**src/rtl/rfid_pkg.sv**
```systemverilog
// Shared definitions for the reader-side frame logic.
//   frame_rd_state_t : state encoding of frame_bit_reader
//   hs_fire()        : valid/ready transfer qualifier used by the bit streams
package rfid_pkg;

  typedef enum logic [2:0] {
    StIdle,
    StFetch,
    StLoad,
    StShift,
    StRewind,
    StCheck
  } frame_rd_state_t;

  // A beat transfers on a cycle where the producer is valid and the consumer ready.
  function automatic logic hs_fire(input logic valid, input logic ready);
    return valid & ready;
  endfunction

endpackage

```
**src/rtl/frame_bit_reader.sv**
```systemverilog
// frame_bit_reader: pops FRAME_WORDS words from a sync_fifo and serializes each word
// MSB-first onto a valid/ready bit stream. A retry rewinds the FIFO read pointer by the
// number of words popped in the current (or last) frame and replays them.
//
// Ports:
//   clk, rst_n        clock, asynchronous active-low reset
//   start             begin a new frame (IDLE only)
//   retry             replay current/last frame (ignored in REWIND/CHECK or with no words)
//   fifo_empty        FIFO empty flag
//   fifo_rd_en        FIFO pop request
//   fifo_rd_data      FIFO read data, valid the cycle after fifo_rd_en
//   fifo_jump         one-cycle rewind request
//   fifo_jump_value   entries to rewind
//   fifo_jump_error   FIFO rejected the rewind (sampled in CHECK)
//   bit_out/bit_valid/bit_ready/bit_last   serialized bit stream
//   busy              not IDLE
//   done              one-cycle pulse after the final bit of a frame transfers
//   error             one-cycle pulse after a rejected rewind
module frame_bit_reader
  import rfid_pkg::*;
#(
  parameter int unsigned DATA_WIDTH  = 12,
  parameter int unsigned ADDR_WIDTH  = 3,
  parameter int unsigned FRAME_WORDS = 4
) (
  input  logic                  clk,
  input  logic                  rst_n,
  input  logic                  start,
  input  logic                  retry,
  input  logic                  fifo_empty,
  output logic                  fifo_rd_en,
  input  logic [DATA_WIDTH-1:0] fifo_rd_data,
  output logic                  fifo_jump,
  output logic [ADDR_WIDTH-1:0] fifo_jump_value,
  input  logic                  fifo_jump_error,
  output logic                  bit_out,
  output logic                  bit_valid,
  input  logic                  bit_ready,
  output logic                  bit_last,
  output logic                  busy,
  output logic                  done,
  output logic                  error
);

  localparam int unsigned IdxW = (DATA_WIDTH > 1) ? $clog2(DATA_WIDTH) : 1;
  localparam logic [IdxW-1:0]       IdxMax      = IdxW'(DATA_WIDTH - 1);
  localparam logic [ADDR_WIDTH-1:0] FrameWordsW = ADDR_WIDTH'(FRAME_WORDS);

  frame_rd_state_t       state_q, state_d;
  logic [ADDR_WIDTH-1:0] word_cnt_q, word_cnt_d;
  logic [IdxW-1:0]       bit_idx_q, bit_idx_d;
  logic [DATA_WIDTH-1:0] shreg_q, shreg_d;
  logic                  done_q, done_d;
  logic                  error_q, error_d;
  logic                  retry_take;
  logic                  fire;

  // A retry with nothing popped has nothing to replay.
  assign retry_take = retry && (word_cnt_q != '0);
  assign fire       = hs_fire(bit_valid, bit_ready);

  always_comb begin
    state_d         = state_q;
    word_cnt_d      = word_cnt_q;
    bit_idx_d       = bit_idx_q;
    shreg_d         = shreg_q;
    done_d          = 1'b0;
    error_d         = 1'b0;
    fifo_rd_en      = 1'b0;
    fifo_jump       = 1'b0;
    fifo_jump_value = '0;
    bit_valid       = 1'b0;
    bit_out         = 1'b0;
    bit_last        = 1'b0;

    unique case (state_q)
      StIdle: begin
        if (retry_take) begin
          state_d = StRewind;
        end else if (start) begin
          word_cnt_d = '0;
          state_d    = StFetch;
        end
      end

      StFetch: begin
        if (retry_take) begin
          // No pop on a retry cycle, so the rewind distance stays equal to word_cnt.
          state_d = StRewind;
        end else if (!fifo_empty) begin
          fifo_rd_en = 1'b1;
          word_cnt_d = word_cnt_q + ADDR_WIDTH'(1);
          state_d    = StLoad;
        end
      end

      StLoad: begin
        if (retry_take) begin
          state_d = StRewind;
        end else begin
          shreg_d   = fifo_rd_data;
          bit_idx_d = IdxMax;
          state_d   = StShift;
        end
      end

      StShift: begin
        bit_valid = 1'b1;
        bit_out   = shreg_q[DATA_WIDTH-1];
        bit_last  = (bit_idx_q == '0) && (word_cnt_q == FrameWordsW);
        if (retry_take) begin
          // Retry beats a same-cycle transfer; that bit is treated as unsent.
          state_d = StRewind;
        end else if (fire) begin
          shreg_d = shreg_q << 1;
          if (bit_idx_q == '0) begin
            if (word_cnt_q < FrameWordsW) begin
              state_d = StFetch;
            end else begin
              done_d  = 1'b1;
              state_d = StIdle;
            end
          end else begin
            bit_idx_d = bit_idx_q - IdxW'(1);
          end
        end
      end

      StRewind: begin
        fifo_jump       = 1'b1;
        fifo_jump_value = word_cnt_q;
        shreg_d         = '0;
        bit_idx_d       = '0;
        state_d         = StCheck;
      end

      StCheck: begin
        word_cnt_d = '0;
        if (fifo_jump_error) begin
          error_d = 1'b1;
          state_d = StIdle;
        end else begin
          state_d = StFetch;
        end
      end

      default: state_d = StIdle;
    endcase
  end

  always_ff @(posedge clk or negedge rst_n) begin
    if (!rst_n) begin
      state_q    <= StIdle;
      word_cnt_q <= '0;
      bit_idx_q  <= '0;
      shreg_q    <= '0;
      done_q     <= 1'b0;
      error_q    <= 1'b0;
    end else begin
      state_q    <= state_d;
      word_cnt_q <= word_cnt_d;
      bit_idx_q  <= bit_idx_d;
      shreg_q    <= shreg_d;
      done_q     <= done_d;
      error_q    <= error_d;
    end
  end

  assign busy  = (state_q != StIdle);
  assign done  = done_q;
  assign error = error_q;

endmodule

```
**config.mk**
```make
export PLATFORM = sky130hd
export DESIGN_NAME = frame_bit_reader
export DESIGN_NICKNAME = d
export VERILOG_FILES = /design/src/rtl/rfid_pkg.sv /design/src/rtl/frame_bit_reader.sv
export SDC_FILE = /design/constraint.sdc
export NUM_CORES = 1
export LEC_CHECK = 0
export BUFFER_PORTS_ARGS = -buffer_cell sky130_fd_sc_hd__buf_2
export CORE_MARGIN = 10
export CORE_UTILIZATION = 50
export CTS_CLUSTER_SIZE = 30
export DETAILED_ROUTE_END_ITERATION = 8
export PLACE_DENSITY = 0.79
export SETUP_SLACK_MARGIN = 0.05
export SYNTH_ARGS = -nofsm -noshare
export SYNTH_HDL_FRONTEND = slang
export SYNTH_SLANG_ARGS = --single-unit
```
**constraint.sdc**
```tcl
create_clock -name clk -period 2.2 [get_ports clk]
set_clock_uncertainty 0.2 [all_clocks]
set_input_delay 0.11 -clock clk [delete_from_list [all_inputs] [get_ports clk]]
set_output_delay 0.11 -clock clk [all_outputs]
set_load 0.01 [all_outputs]
```
==> metrics.txt <==
# TYPE chip_impl_metric gauge
chip_impl_metric{name="seq_area_frac_synth",unit="%"} 43.3
chip_impl_info{name="cts_tree",value="built"} 1
chip_impl_info{name="crit_path_top_delay_cell",value="sky130_fd_sc_hd__dfrtp_1"} 1
chip_impl_metric{name="postSynthNetCount",unit=""} 148
chip_impl_metric{name="preCtsSetupSlack",unit="ns"} 0.236
chip_impl_metric{name="fmaxAchievable",unit="MHz"} 478
chip_impl_metric{name="clock_latency_of_the_later_clocked_register_in_the_worst_skew_pair",unit="ns"} 0.31
chip_impl_metric{name="avgRoutedWirePerCell",unit="microns"} 16.1
chip_impl_metric{name="drc",unit=""} 0
chip_impl_metric{name="detailed_place.area",unit="sq um"} 1560
chip_impl_metric{name="vias_per_cell",unit=""} 5.64
chip_impl_metric{name="initial_util",unit="%"} 51.2
chip_impl_metric{name="detailedRoute.firstPassIterationCount",unit=""} 4
chip_impl_metric{name="final_core_utilization",unit="%"} 66.4
chip_impl_metric{name="cts_max_level",unit=""} 1
chip_impl_metric{name="power.static_leakage",unit="nW"} 0.898
chip_impl_metric{name="final.fill_count",unit=""} 219
chip_impl_metric{name="floorplan.die.height",unit="microns"} 72.7
chip_impl_metric{name="share_of_final_layout_standard_cells_stronger_than_drive_strength_1",unit="%"} 38.4
chip_impl_metric{name="cells_after_synthesis",unit=""} 126
chip_impl_metric{name="n_antenna_cell",unit=""} 0
chip_impl_metric{name="tightestPinTransition",unit="ns"} 0.542
chip_impl_metric{name="number_of_warnings_reported_in_the_yosys_synthesis_log",unit=""} 0
chip_impl_metric{name="antenna_violations_before_repair",unit=""} 0
chip_impl_metric{name="post_route_antenna_net_violation_count",unit=""} 0
chip_impl_metric{name="setup_viol_count_final",unit=""} 0
chip_impl_metric{name="hold_viol",unit=""} 0
chip_impl_metric{name="period_minus_slack",unit="ns"} 2.09
chip_impl_metric{name="worstPathArrival",unit="ns"} 1.78
chip_impl_metric{name="cts_buffers",unit=""} 3
chip_impl_metric{name="finalWorstSetupSlack",unit="ns"} 0.109
chip_impl_info{name="holdCritPathClass",value="input pin to flip-flop"} 1
chip_impl_metric{name="ys_async_sr_fraction",unit="%"} 100
chip_impl_metric{name="gp_routability_congestion",unit=""} 0.888
chip_impl_info{name="path_class",value="flip-flop to output pin"} 1
chip_impl_metric{name="syn_area",unit="sq um"} 1390
chip_impl_metric{name="dp_hpwl",unit="microns"} 2350
chip_impl_info{name="cts_root_cell",value="sky130_fd_sc_hd__clkbuf_4"} 1
chip_impl_metric{name="worstPathMaxFanout",unit=""} 5
chip_impl_metric{name="timing.final.crit_share",unit="%"} 95.0
chip_impl_info{name="startpoint_type",value="flip-flop"} 1
chip_impl_metric{name="global_route_wire_length_before_repair",unit="microns"} 5450
chip_impl_metric{name="worst-endpoint-required",unit="ns"} 1.89
chip_impl_info{name="worstPathCellList",value="inv_1, ha_2, nor3b_1, buf_4, nand3_1, nor2_1, buf_2"} 1
chip_impl_metric{name="synth-edff-count",unit=""} 0
chip_impl_metric{name="p_per_area",unit="nW/um^2"} 1280
chip_impl_metric{name="num-nets-final",unit=""} 200
chip_impl_metric{name="globalRouteTotalUtil",unit="%"} 12.5
chip_impl_metric{name="cp_num_buf_inv",unit=""} 3
chip_impl_metric{name="final.hold.worst_slack",unit="ns"} 0.0167
chip_impl_metric{name="max_cap_viol_count",unit=""} 0
chip_impl_info{name="critical-path-top-delay-family",value="simple AND/OR/NAND/NOR gates"} 1
chip_impl_metric{name="setup_total_negative_slack",unit="ns"} 0
chip_impl_metric{name="grt_pass1_vias",unit=""} 1229
chip_impl_metric{name="grt_remaining_overflow",unit=""} 0
chip_impl_metric{name="num_vias",unit=""} 1173
chip_impl_metric{name="io_buffer_count",unit=""} 29
chip_impl_metric{name="number_of_primary_i_o_pins",unit=""} 30
chip_impl_info{name="startpoint_of_the_most_critical_setup_path",value="bit_idx_q[0]$_DFFE_PN0P_"} 1
chip_impl_info{name="mostFrequentLayoutCells",value="sky130_fd_sc_hd__buf_2 (29), sky130_fd_sc_hd__dfrtp_1 (21), sky130_fd_sc_hd__dlygate4sd3_1 (16)"} 1
chip_impl_info{name="cp-end-kind",value="output pin"} 1
chip_impl_metric{name="clock_tree.buffer_depth",unit=""} 2
chip_impl_metric{name="totalWireLength",unit="microns"} 3340
chip_impl_metric{name="ys_ff_latch",unit=""} 24
chip_impl_metric{name="dr.first_iter.drc_count",unit=""} 63
chip_impl_metric{name="stdcell_area",unit="sq um"} 1800
chip_impl_info{name="run_status",value="complete, no violations"} 1
chip_impl_metric{name="post_synth_num_cell_types",unit=""} 41
chip_impl_metric{name="max_slew_violation_count",unit=""} 0
chip_impl_metric{name="grt_max_degree",unit=""} 25
chip_impl_info{name="hp-start",value="fifo_empty"} 1
chip_impl_metric{name="placeableCoreArea",unit="sq um"} 2710
chip_impl_info{name="layout.cells.most_common",value="sky130_fd_sc_hd__buf_2"} 1
chip_impl_metric{name="full_die_area",unit="sq um"} 5280
chip_impl_info{name="reg2reg_start",value="state_q[1]$_DFFE_PN0P_"} 1
chip_impl_info{name="synth_ff_type",value="sky130_fd_sc_hd__dfrtp_1"} 1
chip_impl_info{name="unrepaired_setup_endpoints_after_global_routing",value="false"} 1
chip_impl_metric{name="critPathMaxStageDelay",unit="ns"} 0.42
chip_impl_metric{name="avgSynthCellArea",unit="sq um"} 11.0
chip_impl_metric{name="area_growth_syn_to_layout",unit="%"} 29.9
chip_impl_metric{name="relSlewSlack",unit="%"} 63.8
chip_impl_metric{name="vdd_ir_drop_max",unit="mV"} 0.825
chip_impl_metric{name="clock_sinks",unit=""} 24
chip_impl_metric{name="clk_pin_slew",unit="ns"} 0.13
chip_impl_metric{name="die-width",unit="microns"} 72.7
chip_impl_metric{name="floorplan.rows",unit=""} 19
## cell type report
| class | instances | area [sq um] | share of cell area, % |
|---|---|---|---|
| repair buffers | 53 | 378 | 21.0 |
| flip-flops and latches | 24 | 604 | 33.6 |
| well taps | 31 | 38.8 | 2.15 |
| inverters | 12 | 45.0 | 2.50 |
| multi-input cells | 84 | 698 | 38.8 |
| clock buffers | 4 | 36.3 | 2.02 |
## layer usage
layer | vias to the layer above | GRT usage, % | share of wire, %
met4 | 0 | 5.06 | 1.5
met5 | - | 0 | 0
met2 | 53 | 22.1 | 51
met1 | 554 | 14.2 | 40
li1 | 560 | - | -
met3 | 6 | 2.86 | 6.7
## stage by stage
step                      power (W)  instances
after CTS                   0.00221        204
after global routing        0.00248        208
after detailed placement    0.00195        184
final                       0.00231        208
after global placement      0.00188        184
after floorplan             0.00170        126
## cell families after synthesis
family                   synth area share, %
adder cells (fa/ha/maj)                 2.71
multiplexers                            11.2
flip-flops                              43.3
buffers and inverters                   6.50
AND/OR/NAND/NOR                         15.7
AO/OA/AOI/OAI                           20.6
## where the power goes
group	switching (W)	total [W]	internal (W)
logic	0.000632	0.00129	0.000654
clock network	0.000129	0.000230	0.000101
registers	0.000150	0.000790	0.000641
## final timing paths
kind | depth (start not counted) | slack (ns) | to
min | 3 | 0.02 | word_cnt_q[1]$_DFFE_PN0P_
max reg2reg | 8 | 0.23 | shreg_q[10]$_DFFE_PN0P_
min in group asynchronous | 2 | 0.10 | word_cnt_q[0]$_DFFE_PN0P_
max | 7 | 0.11 | bit_last
min reg2reg | 1 | 0.32 | shreg_q[4]$_DFFE_PN0P_
max in group asynchronous | 2 | 1.31 | state_q[2]$_DFFE_PN0P_
## flip-flops by register name, summed over array words and instances, names as in the netlist
| name | count |
|---|---|
| error | 1 |
| word_cnt_q | 3 |
| done | 1 |
| bit_idx_q | 4 |
| shreg_q | 12 |
| state_q | 3 |
## cells in the mapped netlist, types with 2 or more instances
master / count / share of area [%]
sky130_fd_sc_hd__a211oi_1: 2 / 1.1
sky130_fd_sc_hd__a21o_1: 2 / 1.1
sky130_fd_sc_hd__a21oi_1: 5 / 1.8
sky130_fd_sc_hd__a22o_1: 12 / 7.6
sky130_fd_sc_hd__buf_2: 3 / 1.1
sky130_fd_sc_hd__buf_6: 2 / 1.6
sky130_fd_sc_hd__dfrtp_1: 24 / 43
sky130_fd_sc_hd__ha_1: 3 / 2.7
sky130_fd_sc_hd__inv_1: 9 / 2.4
sky130_fd_sc_hd__inv_2: 3 / 0.81
sky130_fd_sc_hd__mux2_2: 12 / 9.7
sky130_fd_sc_hd__mux2i_1: 2 / 1.4
sky130_fd_sc_hd__nand2_1: 5 / 1.4
sky130_fd_sc_hd__nand2b_4: 2 / 2.0
sky130_fd_sc_hd__nand3_1: 2 / 0.72
sky130_fd_sc_hd__nor2_1: 7 / 1.9
sky130_fd_sc_hd__nor3_1: 4 / 1.4
sky130_fd_sc_hd__nor3b_1: 2 / 1.1
sky130_fd_sc_hd__o211ai_1: 2 / 1.1
sky130_fd_sc_hd__o21ai_0: 2 / 0.72
## worst min-delay path: cells and delay by family
kind | cells | cell delay (ns)
buffers and inverters | 1 | 0.11
AO/OA/AOI/OAI | 2 | 0.28
## timing repair
action | in CTS | in global routing
endpoints found under the hold margin | 39 | 0
resized for setup | 1 | 3
gates cloned | 0 | 0
hold buffers | 16 | 0
setup endpoints to repair | 1 | 2
setup buffers | 0 | 4
Note: power is estimated with default switching activity, not from simulation.
